`config.mk`:
```
export PLATFORM = sky130hd
export DESIGN_NAME = img2col_tile_scheduler
export DESIGN_NICKNAME = d
export VERILOG_FILES = /design/src/rtl/img2col_tile_scheduler_pkg.sv /design/src/rtl/img2col_tile_scheduler_lane_addr.sv /design/src/rtl/img2col_tile_scheduler.sv
export SDC_FILE = /design/constraint.sdc
export NUM_CORES = 1
export LEC_CHECK = 0
export CAP_MARGIN = 40
export CELL_PAD_IN_SITES_DETAIL_PLACEMENT = 1
export CELL_PAD_IN_SITES_GLOBAL_PLACEMENT = 2
export CORE_MARGIN = 2
export CORE_UTILIZATION = 29
export DETAILED_ROUTE_END_ITERATION = 8
export PLACE_DENSITY_LB_ADDON = 0.2
export SLEW_MARGIN = 15
export SYNTH_ARGS = -nofsm -noshare
export SYNTH_HDL_FRONTEND = slang
export SYNTH_SLANG_ARGS = --single-unit
```
`constraint.sdc`:
```
create_clock -name clock -period 3.4 [get_ports clock]
set_clock_uncertainty 0.2 [all_clocks]
set_input_delay 0.34 -clock clock [delete_from_list [all_inputs] [get_ports clock]]
set_output_delay 0.34 -clock clock [all_outputs]
set_load 0.02 [all_outputs]
```
`src/rtl/img2col_tile_scheduler_pkg.sv`:
```
// img2col_tile_scheduler_pkg: shared FSM encoding and default geometry for the img2col tile scheduler.
package img2col_tile_scheduler_pkg;
  localparam int I2C_SIZE = 8;
  localparam int I2C_AW = 10;
  typedef enum logic [2:0] {IDLE, LOAD, ISSUE, RUN, ADV, FIN} state_e;
endpackage

```
`src/rtl/img2col_tile_scheduler_lane_addr.sv`:
```
// img2col_lane_addr_gen: per-lane base addresses and valid mask for one channel pass.
module img2col_lane_addr_gen
  import img2col_tile_scheduler_pkg::*;
#(
  parameter int SIZE = I2C_SIZE,
  parameter int AW = I2C_AW
) (
  input  logic [AW-1:0]      pass_base,
  input  logic [AW-1:0]      group_stride,
  input  logic [3:0]         valid_num,
  output logic [SIZE*AW-1:0] base_addr,
  output logic [SIZE-1:0]    addr_valid
);
  for (genvar g = 0; g < SIZE; g++) begin : g_lane
    assign addr_valid[g] = 4'(g) < valid_num;
    assign base_addr[g*AW +: AW] = addr_valid[g] ? pass_base + group_stride * AW'(g) : '0;
  end
endmodule

```
`src/rtl/img2col_tile_scheduler.sv`:
```
// img2col_tile_scheduler: walks tile rows, tiles and channel passes of an IFM job and issues one array start per pass.
module img2col_tile_scheduler
  import img2col_tile_scheduler_pkg::*;
#(
  parameter int SIZE = I2C_SIZE,
  parameter int AW = I2C_AW
) (
  input  logic               clock,
  input  logic               rst,
  input  logic               job_start,
  input  logic [2:0]         cfg_ksize,
  input  logic [5:0]         cfg_tile_length,
  input  logic [5:0]         cfg_tile_height,
  input  logic [3:0]         cfg_tiles_x,
  input  logic [3:0]         cfg_tiles_y,
  input  logic [5:0]         cfg_ch_groups,
  input  logic [AW-1:0]      cfg_base,
  input  logic [AW-1:0]      cfg_tile_stride,
  input  logic [AW-1:0]      cfg_group_stride,
  input  logic               cube_ready,
  input  logic               i2c_ready,
  input  logic               i2c_done,
  output logic               i2c_ifm_start,
  output logic [2:0]         ksize,
  output logic [5:0]         tile_length,
  output logic [5:0]         tile_height,
  output logic [3:0]         valid_num,
  output logic [SIZE-1:0]    addr_valid,
  output logic [SIZE*AW-1:0] base_addr,
  output logic               job_busy,
  output logic               job_done,
  output logic [3:0]         cur_tile_x,
  output logic [3:0]         cur_tile_y
);
  localparam logic [5:0] SZ6 = 6'(SIZE);
  localparam logic [3:0] SZ4 = 4'(SIZE);
  state_e state_q, state_d;
  logic [2:0] ksize_q, ksize_d;
  logic [5:0] tlen_q, tlen_d, thgt_q, thgt_d, groups_q, groups_d, left_q, left_d;
  logic [3:0] tx_q, tx_d, ty_q, ty_d, x_q, x_d, y_q, y_d, vn_q, vn_d;
  logic [AW-1:0] tstride_q, tstride_d, gstride_q, gstride_d, pstride_q, pstride_d;
  logic [AW-1:0] tile_base_q, tile_base_d, pass_base_q, pass_base_d;
  logic [SIZE-1:0] av_q, av_d, lane_valid;
  logic [SIZE*AW-1:0] ba_q, ba_d, lane_addr;
  logic [3:0] vn_now;
  logic empty, more_pass, x_last, y_last, fire;

  img2col_lane_addr_gen #(.SIZE(SIZE), .AW(AW)) u_lane (
    .pass_base(pass_base_q),
    .group_stride(gstride_q),
    .valid_num(vn_now),
    .base_addr(lane_addr),
    .addr_valid(lane_valid)
  );

  always_ff @(posedge clock) begin
    if (rst) begin
      state_q <= IDLE;
      ksize_q <= '0;
      tlen_q <= '0;
      thgt_q <= '0;
      groups_q <= '0;
      left_q <= '0;
      tx_q <= '0;
      ty_q <= '0;
      x_q <= '0;
      y_q <= '0;
      vn_q <= '0;
      tstride_q <= '0;
      gstride_q <= '0;
      pstride_q <= '0;
      tile_base_q <= '0;
      pass_base_q <= '0;
      av_q <= '0;
      ba_q <= '0;
    end else begin
      state_q <= state_d;
      ksize_q <= ksize_d;
      tlen_q <= tlen_d;
      thgt_q <= thgt_d;
      groups_q <= groups_d;
      left_q <= left_d;
      tx_q <= tx_d;
      ty_q <= ty_d;
      x_q <= x_d;
      y_q <= y_d;
      vn_q <= vn_d;
      tstride_q <= tstride_d;
      gstride_q <= gstride_d;
      pstride_q <= pstride_d;
      tile_base_q <= tile_base_d;
      pass_base_q <= pass_base_d;
      av_q <= av_d;
      ba_q <= ba_d;
    end
  end

  always_comb begin
    empty = cfg_tiles_x == '0 || cfg_tiles_y == '0 || cfg_ch_groups == '0;
    more_pass = left_q > SZ6;
    x_last = x_q + 4'd1 == tx_q;
    y_last = y_q + 4'd1 == ty_q;
    fire = state_q == ISSUE && i2c_ready && cube_ready;
    vn_now = more_pass ? SZ4 : left_q[3:0];
    state_d = state_q;
    case (state_q)
      IDLE:  state_d = job_start ? (empty ? FIN : LOAD) : IDLE;
      LOAD:  state_d = ISSUE;
      ISSUE: state_d = fire ? RUN : ISSUE;
      RUN:   state_d = i2c_done ? ADV : RUN;
      ADV:   state_d = (!more_pass && x_last && y_last) ? FIN : LOAD;
      FIN:   state_d = IDLE;
      default: state_d = IDLE;
    endcase
  end

  // Datapath: config latch on accepted job_start, lane snapshot in LOAD, pass/tile stepping in ADV.
  always_comb begin
    ksize_d = ksize_q;
    tlen_d = tlen_q;
    thgt_d = thgt_q;
    groups_d = groups_q;
    left_d = left_q;
    tx_d = tx_q;
    ty_d = ty_q;
    x_d = x_q;
    y_d = y_q;
    vn_d = vn_q;
    tstride_d = tstride_q;
    gstride_d = gstride_q;
    pstride_d = pstride_q;
    tile_base_d = tile_base_q;
    pass_base_d = pass_base_q;
    av_d = av_q;
    ba_d = ba_q;
    if (state_q == IDLE && job_start) begin
      ksize_d = cfg_ksize;
      tlen_d = cfg_tile_length;
      thgt_d = cfg_tile_height;
      groups_d = cfg_ch_groups;
      left_d = cfg_ch_groups;
      tx_d = cfg_tiles_x;
      ty_d = cfg_tiles_y;
      x_d = '0;
      y_d = '0;
      tstride_d = cfg_tile_stride;
      gstride_d = cfg_group_stride;
      pstride_d = cfg_group_stride * AW'(SIZE);
      tile_base_d = cfg_base;
      pass_base_d = cfg_base;
    end
    if (state_q == LOAD) begin
      vn_d = vn_now;
      av_d = lane_valid;
      ba_d = lane_addr;
    end
    if (state_q == ADV && more_pass) begin
      left_d = left_q - SZ6;
      pass_base_d = pass_base_q + pstride_q;
    end else if (state_q == ADV && !(x_last && y_last)) begin
      left_d = groups_q;
      tile_base_d = tile_base_q + tstride_q;
      pass_base_d = tile_base_q + tstride_q;
      x_d = x_last ? 4'd0 : x_q + 4'd1;
      y_d = x_last ? y_q + 4'd1 : y_q;
    end
  end

  always_comb begin
    i2c_ifm_start = fire;
    job_done = state_q == FIN;
    job_busy = state_q != IDLE;
    ksize = ksize_q;
    tile_length = tlen_q;
    tile_height = thgt_q;
    valid_num = vn_q;
    addr_valid = av_q;
    base_addr = ba_q;
    cur_tile_x = x_q;
    cur_tile_y = y_q;
  end
endmodule

```
==> qor.json <==
{
  "post-route-period-util": {"value": 95.0, "unit": "%"},
  "i_o_buffers": {"value": 182},
  "worst_skew_pair.late_latency": {"value": 0.45, "unit": "ns"},
  "area_growth_syn_to_layout": {"value": 30.3, "unit": "%"},
  "synth_top_area_share": {"value": 32.9, "unit": "%"},
  "synthTopCellsByArea": {"value": "sky130_fd_sc_hd__dfxtp_1, sky130_fd_sc_hd__ha_1, sky130_fd_sc_hd__fa_1, sky130_fd_sc_hd__nand2_1, sky130_fd_sc_hd__a21oi_1"},
  "clkTransAtPathRegs": {"value": 0.08, "unit": "ns"},
  "synth.yosys.seq_area_share": {"value": 32.9, "unit": "%"},
  "drt_first_iter_violations": {"value": 327},
  "grt_start_max_net_pins": {"value": 68},
  "synth-edff-count": {"value": 0},
  "synth.lib_cells_used.distinct": {"value": 63},
  "post-synth-top-count-cell": {"value": "sky130_fd_sc_hd__dfxtp_1"},
  "seqPwrFrac": {"value": 35.1, "unit": "%"},
  "fraction_of_layout_cells_with_a_size_suffix_above_1": {"value": 7.25, "unit": "%"},
  "floorplan.die.height": {"value": 197, "unit": "microns"},
  "synth_common_cells": {"value": "sky130_fd_sc_hd__dfxtp_1, sky130_fd_sc_hd__nand2_1, sky130_fd_sc_hd__nor2_1"},
  "internal_power": {"value": 4.36, "unit": "mW"},
  "power_switching_share": {"value": 34.5, "unit": "%"},
  "wirelength_met1": {"value": 17.3, "unit": "mm"},
  "critical_path.max_fanout": {"value": 11},
  "timing.hold.ws": {"value": 0.237, "unit": "ns"},
  "fin_crit": {"value": 3.23, "unit": "ns"},
  "fp-row-count": {"value": 70},
  "final_cell_area": {"value": 14000, "unit": "sq um"},
  "routed_via_density": {"value": 5.05},
  "max-vdd-ir-drop": {"value": 0.368, "unit": "mV"},
  "max_clock_freq": {"value": 310, "unit": "MHz"},
  "antenna_found_initial": {"value": 1},
  "leakagePower": {"value": 5.78, "unit": "nW"},
  "top_routing_layer_in_use": {"value": "met4"},
  "final-hold-violation-count": {"value": 0},
  "tightestPinTransition": {"value": 0.701, "unit": "ns"},
  "slew_headroom": {"value": 53.3, "unit": "%"},
  "pwr-share-comb": {"value": 32.2, "unit": "%"},
  "crit_arrival": {"value": 3.37, "unit": "ns"},
  "p_per_cell_area": {"value": 473, "unit": "nW/um^2"},
  "layout.nets": {"value": 1670},
  "wl_met3": {"value": 1.21, "unit": "mm"},
  "total_switching_power": {"value": 2.29, "unit": "mW"},
  "detail_route.drc_violations": {"value": 0},
  "setup.worst_path.class": {"value": "reg -> reg"},
  "drt-wirelength-per-cell": {"value": 19.6, "unit": "microns"},
  "register_area": {"value": 3550, "unit": "sq um"},
  "drtPass1Iterations": {"value": 5},
  "syn_nets": {"value": 1471},
  "post-synth-top-area-cell": {"value": "sky130_fd_sc_hd__dfxtp_1"},
  "async_flop_share": {"value": 0, "unit": "%"},
  "worstSetupEndpointType": {"value": "flip-flop"},
  "setup-tns-final": {"value": 0, "unit": "ns"},
  "detailed_place_hpwl": {"value": 29.8, "unit": "mm"},
  "critPathRequiredTime": {"value": 3.54, "unit": "ns"},
  "cap_violations": {"value": 0},
  "core_region_area": {"value": 36600, "unit": "sq um"},
  "design.portCount": {"value": 183},
  "root_buffer": {"value": "sky130_fd_sc_hd__clkbuf_16"},
  "avgSynthCellArea": {"value": 8.43, "unit": "sq um"},
  "ys.flop_type": {"value": "sky130_fd_sc_hd__dfxtp_1"},
  "cts.htree.levels": {"value": 4},
  "grt_remaining_overflow": {"value": 0},
  "ys_seq_elements": {"value": 177},
  "drt-total-wl": {"value": 38.4, "unit": "mm"},
  "placement.cell_area": {"value": 13400, "unit": "sq um"},
  "number_of_cells_produced_by_synthesis": {"value": 1278},
  "cts_buffer_depth": {"value": 2},
  "rsz_0062_raised_after_global_routing": {"value": "no"},
  "outcome": {"value": "finished, final reports clean"},
  "fp.dieArea": {"value": 38700, "unit": "sq um"},
  "crit_path_launch_type": {"value": "flip-flop"},
  "total_track_usage": {"value": 20.3, "unit": "%"},
  "die_width": {"value": 197, "unit": "microns"},
  "detail-route-antenna-nets": {"value": 0},
  "total_met2_wirelength_after_detailed_routing": {"value": 19.4, "unit": "mm"},
  "initial_core_util": {"value": 29.4, "unit": "%"},
  "layout.filler_cells": {"value": 4273},
  "finalSetupViolations": {"value": 0},
  "number_of_buffers_added_by_the_clock_tree_synthesis_step": {"value": 17},
  "clkPwrFrac": {"value": 32.7, "unit": "%"},
  "synth-warning-count": {"value": 0},
  "cts.sinks": {"value": 177},
  "multiInputGateArea": {"value": 6760, "unit": "sq um"},
  "min_path_type": {"value": "in -> reg"},
  "vias": {"value": 9892},
  "cts_hold_buf": {"value": 0},
  "slew_violations": {"value": 0},
  "syn-cell-area": {"value": 10800, "unit": "sq um"},
  "clock_tree_from_tritoncts": {"value": "done"},
  "grt_pass1_wl": {"value": 60.3, "unit": "mm"},
  "grt_pass1_vias": {"value": 10500},
  "gp_routability_congestion": {"value": 0.845}
}
## power groups by stage
stage / combinational [mW] / sequential [mW] / clock (mW)
floorplan: 1.22 / 2.46 / 0
global placement: 2.12 / 2.38 / 0
detailed placement: 2.15 / 2.38 / 0
CTS: 2.16 / 2.34 / 2.25
global route: 2.37 / 2.35 / 2.32
finish: 2.14 / 2.33 / 2.17
## final timing paths
kind,startpoint,endpoint,slack (ns),cells after the start
setup / recovery,gstride_q[3]$_SDFFE_PP0P_,base_addr[59]$_SDFFE_PP0P_,0.17,10
hold / removal,cfg_tile_stride[6],tstride_q[6]$_SDFFE_PP0P_,0.24,3
setup reg to reg,gstride_q[3]$_SDFFE_PP0P_,base_addr[59]$_SDFFE_PP0P_,0.17,10
hold reg to reg,ksize[0]$_SDFFE_PP0P_,ksize[0]$_SDFFE_PP0P_,0.26,2
## final cells by class
type                    count  area share (%)
well taps                 468            4.17
diodes                      1          0.0178
inverters                  77            2.06
clock inverters            12            1.27
flip-flops and latches    177            25.3
clock buffers              20            3.18
multi-input cells         969            48.1
repair buffers            235            15.9
## worst max-delay path, cell delays in order, from the launching register on
cell                        delay (ns)
sky130_fd_sc_hd__dfxtp_2          0.33
sky130_fd_sc_hd__buf_4            0.23
sky130_fd_sc_hd__ha_1             0.29
sky130_fd_sc_hd__fa_1             0.47
sky130_fd_sc_hd__ha_1             0.35
sky130_fd_sc_hd__a21oi_1          0.20
sky130_fd_sc_hd__o211ai_1         0.13
sky130_fd_sc_hd__a2111oi_1        0.38
sky130_fd_sc_hd__nor2_1           0.11
sky130_fd_sc_hd__xnor2_1          0.14
sky130_fd_sc_hd__o41ai_1          0.29
## state kept, by name (all words and copies together) (netlist names), 4 cells and up
| name | flops |
|---|---|
| base_addr | 80 |
| gstride_q | 10 |
| pass_base_q | 10 |
| tile_base_q | 10 |
| tstride_q | 10 |
| addr_valid | 7 |
| groups_q | 6 |
| left_q | 6 |
| tile_height | 6 |
| tile_length | 6 |
| cur_tile_x | 4 |
| cur_tile_y | 4 |
| tx_q | 4 |
| ty_q | 4 |
| valid_num | 4 |
## routing by layer
metal,vias up,global-route usage (%)
met3,37,3.34
li1,4872,-
met1,4833,25.3
met4,0,4.79
met2,150,36.6
met5,-,0
## per-stage QoR
step / std cells / setup slack [ns] / power [mW] / utilization [%]
5_1_grt: 1958 / 0.0176 / 7.04 / 38.3
4_1_cts: 1957 / 0.0829 / 6.74 / 38.2
3_3_place_gp: 1925 / 0.0697 / 4.50 / 36.5
2_1_floorplan: 1278 / 0.105 / 3.68 / -
6_report: 1959 / 0.172 / 6.65 / 38.4
3_5_place_dp: 1925 / 0.0179 / 4.53 / 36.5
## cells in the final DEF (no fill, tap or decap), types with 37 or more instances in the layout
| master | instances |
|---|---|
| sky130_fd_sc_hd__dfxtp_1 | 173 |
| sky130_fd_sc_hd__inv_1 | 77 |
| sky130_fd_sc_hd__buf_4 | 53 |
| sky130_fd_sc_hd__nand2_1 | 174 |
| sky130_fd_sc_hd__fa_1 | 37 |
| sky130_fd_sc_hd__clkdlybuf4s50_1 | 181 |
| sky130_fd_sc_hd__ha_1 | 90 |
| sky130_fd_sc_hd__xnor2_1 | 55 |
| sky130_fd_sc_hd__nor2_1 | 126 |
| sky130_fd_sc_hd__a22oi_1 | 50 |
| sky130_fd_sc_hd__o21ai_0 | 39 |
| sky130_fd_sc_hd__a21oi_1 | 121 |
## timing repair
action,CTS,global route
pin swaps,0,2
buffers inserted,0,1
resized for setup,1,8
gates cloned,0,0
setup endpoints to repair,1,5
## kinds of logic after synthesis
logic type	after synthesis	share of synthesized area (%)
AO/OA/AOI/OAI	328	19.6
XOR/XNOR	83	6.89
adder cells (fa/ha/maj)	128	17.4
buffers and inverters	132	4.78
flip-flops	177	32.9
multiplexers	9	0.836
AND/OR/NAND/NOR	421	17.5
Power figures use the tool's default switching activity.
